<file path="src/rtl/rgb_fader.sv">
// rgb_fader: fades an RGB colour and a brightness level, one unit per step
// tick, toward a commanded target, then holds for a programmable number of
// steps before reporting completion.
//
// Build option: define RGB_FADER_QUEUE_EN to add a 4-entry command FIFO
// that accepts commands while busy and chains them without an idle cycle.
//
// Ports:
//   clk            - single clock for all state
//   resetn         - asynchronous active-low reset
//   cmd_valid      - a command is offered
//   cmd_ready      - the block can accept a command
//   cmd_color      - target colour {red[23:16], green[15:8], blue[7:0]}
//   cmd_brightness - target brightness 0..100 (larger values clamp to 100)
//   cmd_hold       - steps to hold once the target is reached
//   red/green/blue - current colour (registered)
//   brightness     - current brightness (registered)
//   busy           - high while fading or holding
//   done           - one-cycle pulse when a command completes
module rgb_fader #(
    parameter int unsigned STEP_DIV = 100000
) (
    input  logic        clk,
    input  logic        resetn,
    input  logic        cmd_valid,
    output logic        cmd_ready,
    input  logic [23:0] cmd_color,
    input  logic [6:0]  cmd_brightness,
    input  logic [15:0] cmd_hold,
    output logic [7:0]  red,
    output logic [7:0]  green,
    output logic [7:0]  blue,
    output logic [6:0]  brightness,
    output logic        busy,
    output logic        done
);

    localparam int unsigned CW = (STEP_DIV > 1) ? $clog2(STEP_DIV) : 1;

    typedef enum logic [1:0] {IDLE, FADE, HOLD} state_t;

    typedef struct packed {
        logic [23:0] color;
        logic [6:0]  bri;
        logic [15:0] hold;
    } cmd_t;

    state_t        state, state_nxt;
    cmd_t          in_cmd, load_cmd, tgt;
    logic [CW-1:0] step_cnt;
    logic [15:0]   hold_cnt;
    logic          ready_en;
    logic          push, avail, load, expire, tick, nxt_match;
    logic [7:0]    r_n, g_n, b_n;
    logic [6:0]    bri_n;

    function automatic logic [7:0] step8(input logic [7:0] cur, input logic [7:0] t);
        if (cur < t)      return cur + 8'd1;
        else if (cur > t) return cur - 8'd1;
        return cur;
    endfunction

    function automatic logic [6:0] step7(input logic [6:0] cur, input logic [6:0] t);
        if (cur < t)      return cur + 7'd1;
        else if (cur > t) return cur - 7'd1;
        return cur;
    endfunction

    assign in_cmd.color = cmd_color;
    assign in_cmd.bri   = (cmd_brightness > 7'd100) ? 7'd100 : cmd_brightness;
    assign in_cmd.hold  = cmd_hold;

    assign push = cmd_valid & cmd_ready;
    assign busy = (state != IDLE);
    assign tick = (state != IDLE) && (step_cnt == CW'(STEP_DIV - 1));

    assign r_n   = step8(red,   tgt.color[23:16]);
    assign g_n   = step8(green, tgt.color[15:8]);
    assign b_n   = step8(blue,  tgt.color[7:0]);
    assign bri_n = step7(brightness, tgt.bri);
    // HOLD is entered at the tick that makes the outputs reach the target.
    assign nxt_match = (r_n == tgt.color[23:16]) && (g_n == tgt.color[15:8]) &&
                       (b_n == tgt.color[7:0])   && (bri_n == tgt.bri);

`ifdef RGB_FADER_QUEUE_EN
    cmd_t       fifo_mem [4];
    logic [1:0] wr_ptr, rd_ptr;
    logic [2:0] count;
    logic       fifo_empty, pop, fifo_push;

    assign fifo_empty = (count == 3'd0);
    assign cmd_ready  = ready_en & (count != 3'd4);
    assign avail      = !fifo_empty | push;
    // An empty FIFO lets a command arriving this cycle bypass straight to load.
    assign load_cmd   = fifo_empty ? in_cmd : fifo_mem[rd_ptr];
    assign pop        = load & !fifo_empty;
    assign fifo_push  = push & !(load & fifo_empty);

    always_ff @(posedge clk or negedge resetn) begin
        if (!resetn) begin
            wr_ptr <= '0;
            rd_ptr <= '0;
            count  <= '0;
        end else begin
            if (fifo_push) wr_ptr <= wr_ptr + 2'd1;
            if (pop)       rd_ptr <= rd_ptr + 2'd1;
            if (fifo_push && !pop)      count <= count + 3'd1;
            else if (pop && !fifo_push) count <= count - 3'd1;
        end
    end

    always_ff @(posedge clk) begin
        if (fifo_push) fifo_mem[wr_ptr] <= in_cmd;
    end
`else
    assign cmd_ready = ready_en & (state == IDLE);
    assign avail     = push;
    assign load_cmd  = in_cmd;
`endif

    always_comb begin
        state_nxt = state;
        load      = 1'b0;
        expire    = 1'b0;
        unique case (state)
            IDLE: begin
                if (avail) begin
                    load      = 1'b1;
                    state_nxt = FADE;
                end
            end
            FADE: begin
                if (tick && nxt_match) state_nxt = HOLD;
            end
            HOLD: begin
                if (tick && hold_cnt == '0) begin
                    expire    = 1'b1;
                    state_nxt = IDLE;
`ifdef RGB_FADER_QUEUE_EN
                    if (avail) begin
                        load      = 1'b1;
                        state_nxt = FADE;
                    end
`endif
                end
            end
            default: state_nxt = IDLE;
        endcase
    end

    always_ff @(posedge clk or negedge resetn) begin
        if (!resetn) begin
            state      <= IDLE;
            ready_en   <= 1'b0;
            done       <= 1'b0;
            tgt        <= '0;
            step_cnt   <= '0;
            hold_cnt   <= '0;
            red        <= '0;
            green      <= '0;
            blue       <= '0;
            brightness <= '0;
        end else begin
            state    <= state_nxt;
            ready_en <= 1'b1;
            done     <= expire;

            if (load) begin
                tgt      <= load_cmd;
                step_cnt <= '0;
            end else if (state != IDLE) begin
                step_cnt <= tick ? '0 : step_cnt + CW'(1);
            end else begin
                step_cnt <= '0;
            end

            if (state == FADE && tick) begin
                red        <= r_n;
                green      <= g_n;
                blue       <= b_n;
                brightness <= bri_n;
                if (nxt_match) hold_cnt <= tgt.hold;
            end else if (state == HOLD && tick && hold_cnt != '0) begin
                hold_cnt <= hold_cnt - 16'd1;
            end
        end
    end

endmodule
</file>
<file path="config.mk">
export PLATFORM = sky130hd
export DESIGN_NAME = rgb_fader
export DESIGN_NICKNAME = d
export VERILOG_FILES = /design/src/rtl/rgb_fader.sv
export SDC_FILE = /design/constraint.sdc
export NUM_CORES = 1
export LEC_CHECK = 0
export BUFFER_PORTS_ARGS = -buffer_cell sky130_fd_sc_hd__buf_2
export CORE_MARGIN = 3
export CORE_UTILIZATION = 60
export DETAILED_ROUTE_END_ITERATION = 8
export GPL_ROUTABILITY_DRIVEN = 0
export GPL_TIMING_DRIVEN = 0
export HOLD_SLACK_MARGIN = 0.06
export PLACE_DENSITY = 0.79
export SLEW_MARGIN = 20
export SYNTH_ARGS = -nofsm -noshare
export SYNTH_HDL_FRONTEND = slang
export SYNTH_SLANG_ARGS = --single-unit
export TNS_END_PERCENT = 5
</file>
<file path="constraint.sdc">
create_clock -name clk -period 6.2 [get_ports clk]
set_input_delay 0.62 -clock clk [delete_from_list [all_inputs] [get_ports clk]]
set_output_delay 0.62 -clock clk [all_outputs]
set_load 0.01 [all_outputs]
</file>
==> impl_metrics.py <==
metrics = {
    "clock_network": {
        "htreeDepth": 4,
        "cts_setup_buffers": 0,
        "worstSkewPairLatency_ps": 430,
        "cts.repair.resized": 0,
        "cts-root-buf": "clkbuf_16",
        "clk_pin_slew_ps": 50,
        "cts_buffer_depth": 2,
        "holdBufCountCts": 0,
        "clock-sinks": 115,
        "cts_buffers": 17,
        "cts_tree": "yes",
    },
    "grt": {
        "grt_usage": 0.2948,
        "grt_pass1_vias": 6959,
        "grt_start_max_net_pins": 82,
        "grt_pass1_wl_um": 34210,
        "antenna_found_initial": 0,
        "overflow": 0,
    },
    "logic_synthesis": {
        "synth_seq_cells": 115,
        "yosys_warnings": 0,
        "synth_area_leaders": "dfrtp_1, ha_1, nand2_1",
        "synth_area_per_cell_um2": 8.769,
        "netlist_area_um2": 7998,
        "async_flop_share": 1.000,
        "synth.net_count": 1022,
        "synth_edf_count": 0,
        "synthCells": 912,
        "ys_seq_area_frac": 0.3598,
        "synth-main-ff-cell": "dfrtp_1",
        "yosys.area.top_type": "dfrtp_1",
        "synth_top_area_frac": 0.3598,
        "synth_cell_type_count": 81,
    },
    "placement": {
        "placed_cell_area_um2": 8662,
        "dp_slack_ps": 823.4,
        "post-dp-hpwl_um": 15370,
        "portBuffers": 83,
    },
    "layout": {
        "postLayoutCoreUtil": 0.7231,
        "fin_nets": 1125,
        "final_common_cell": "nand2_1",
        "final_layout_size_suffix_gt1_frac": 0.1469,
        "fillerInstances": 998,
        "final_area_um2": 9274,
        "diodes": 0,
        "multiInputGateArea_um2": 4840,
        "regArea_um2": 2878,
        "mostFrequentLayoutCells": "nand2_1, dfrtp_1, buf_2, o21ai_0, nor2_1",
        "area_growth_pct": 15.96,
    },
    "critical_path": {
        "worst-endpoint-arrival_ps": 5870,
        "ff2ff_path_depth": 17,
        "r2r_setup_slack_ps": 640,
        "worstReg2RegStart": "brightness[0]",
        "critPathRequiredTime_ps": 6510,
        "end_kind": "flip-flop",
        "worstPathMaxFanout": 7,
        "cp-start-kind": "flip-flop",
        "timing.setup.critical_path_class": "reg2reg",
        "r2r-end": "hold_cnt[8]",
    },
    "power": {
        "p_leak_nw": 4.602,
        "p_per_area_nw_per_um2": 194.7,
        "ir_drop_uv": 186.5,
    },
    "timing": {
        "hold_viol": 0,
        "min_period_ps": 5557,
        "slew_headroom": 0.3965,
        "max_freq_mhz": 180.0,
        "setup_ws_ps": 642.9,
        "post-route-period-util": 0.8963,
        "rsz0062_at_grt": "false",
        "fin_setup_tns_ps": 0,
        "clock_skew_ps": 9.137,
        "setup_viol": 0,
        "maxSlewViolCount": 0,
        "worstMarginPinSlew_ps": 895.9,
    },
    "floorplanning": {
        "die_w_um": 121.5,
        "initial_utilization": 0.6236,
        "core-area_um2": 12820,
        "fp.dieH_um": 121.5,
        "rows": 41,
        "die_area_um2": 14750,
        "ioPinCount": 84,
    },
    "job": {
        "drv_cap": 0,
    },
    "drt": {
        "drt_iter0_drc": 726,
        "vias": 7254,
        "dr.pass1.iters": 5,
        "drtAntennaViolNets": 0,
        "avgViaCountPerCell": 6.045,
        "post_drt_wl_per_cell_um": 17.43,
        "drc_errors": 0,
        "routed_wl_um": 20920,
    },
    "worst_hold_path": {
        "hp-class": "in2async",
    },
    "status": {
        "outcome": "finished clean",
    },
}
## kinds of logic (layout without fill, tap and decap cells)
kind of cell	count (synthesis)	count (layout)	share of synthesized area
simple gates	346	346	0.2098
xor+xnor	61	61	0.07196
other cells	1	1	0.0004689
fa+ha+maj	60	60	0.09762
mux	22	22	0.02957
compound gates	235	235	0.1957
buf+inv	72	188	0.03504
flops	115	115	0.3598
## critical path, cell delays in order (launching register included)
cell and delay, ps:
dfrtp_1 450, inv_1 120, ha_1 210, nand3b_1 230, and2_1 230, o21ai_0 720
inv_1 130, fa_1 430, xnor2_1 280, xnor2_1 140, a311oi_1 440, o221ai_1 180
or4_1 540, nor4_1 230, nand4_1 240, or3_4 470, o211a_1 150, or2_1 230
## cell usage after synthesis, drive strengths merged (4+ instances only)
cell,number
o211a,7
nor4,11
xor2,21
dfrtp,115
o31ai,11
nand2,140
a221oi,4
a21oi,39
a211oi,9
inv,53
o31a,4
nand3,15
nand4,15
o311ai,8
a21o,7
or3,9
mux2,10
nor3,21
o211ai,9
o22ai,12
or4,4
ha,56
o21ai,81
and3,10
mux2i,12
clkbuf,16
fa,4
nor2b,13
or2,8
nand2b,15
a31oi,4
and4,5
o21a,10
xnor2,37
and2,5
nor2,64
## worst max-delay path by stage
stage / start / to / slack [ps] / depth (start not counted)
3_3_place_gp: brightness[0] / hold_cnt[8] / 890 / 17
6_report: brightness[0] / hold_cnt[8] / 640 / 17
5_1_grt: brightness[0] / hold_cnt[8] / 280 / 17
4_1_cts: brightness[0] / hold_cnt[8] / 760 / 17
3_5_place_dp: brightness[0] / hold_cnt[8] / 820 / 17
2_1_floorplan: brightness[0] / hold_cnt[8] / 1670 / 17
## stage by stage
stage               total power [mW]  hold slack, ps  cells
floorplan                     0.7661           324.4    912
global placement              0.7973           461.3   1167
detailed placement            0.8002           474.2   1168
CTS                            1.809           86.84   1200
global route                   1.844           100.7   1200
finish                         1.805           76.50   1200
## per-layer routing
metal  track usage  up-vias  share of wire
met5             0        -              0
met4        0.1120        0          0.024
met3       0.05594       42          0.061
met2        0.4584      263           0.46
met1        0.4099     3444           0.46
li1              -     3505              -
## sequential cells by signal, indices dropped and copies added, names as in the netlist
signal,flops
done,1
hold_cnt,16
tgt,47
brightness,7
step_cnt,17
blue,8
state,2
green,8
ready_en,1
red,8
## area by class of cell
class | instances | share of cell area
sequential | 115 | 0.3103
clock inverter | 12 | 0.01673
timing repair buffer | 84 | 0.04844
inverter | 53 | 0.02145
tap | 172 | 0.02321
multi-input combinational | 725 | 0.5219
buffer | 19 | 0.008770
clock buffer | 20 | 0.04924
## report_power, final
part	switching, mW	internal, mW	total [mW]
Combinational	0.0210	0.0136	0.0346
Clock	0.367	0.652	1.02
Sequential	0.000150	0.751	0.752
Power figures use the tool's default switching activity.
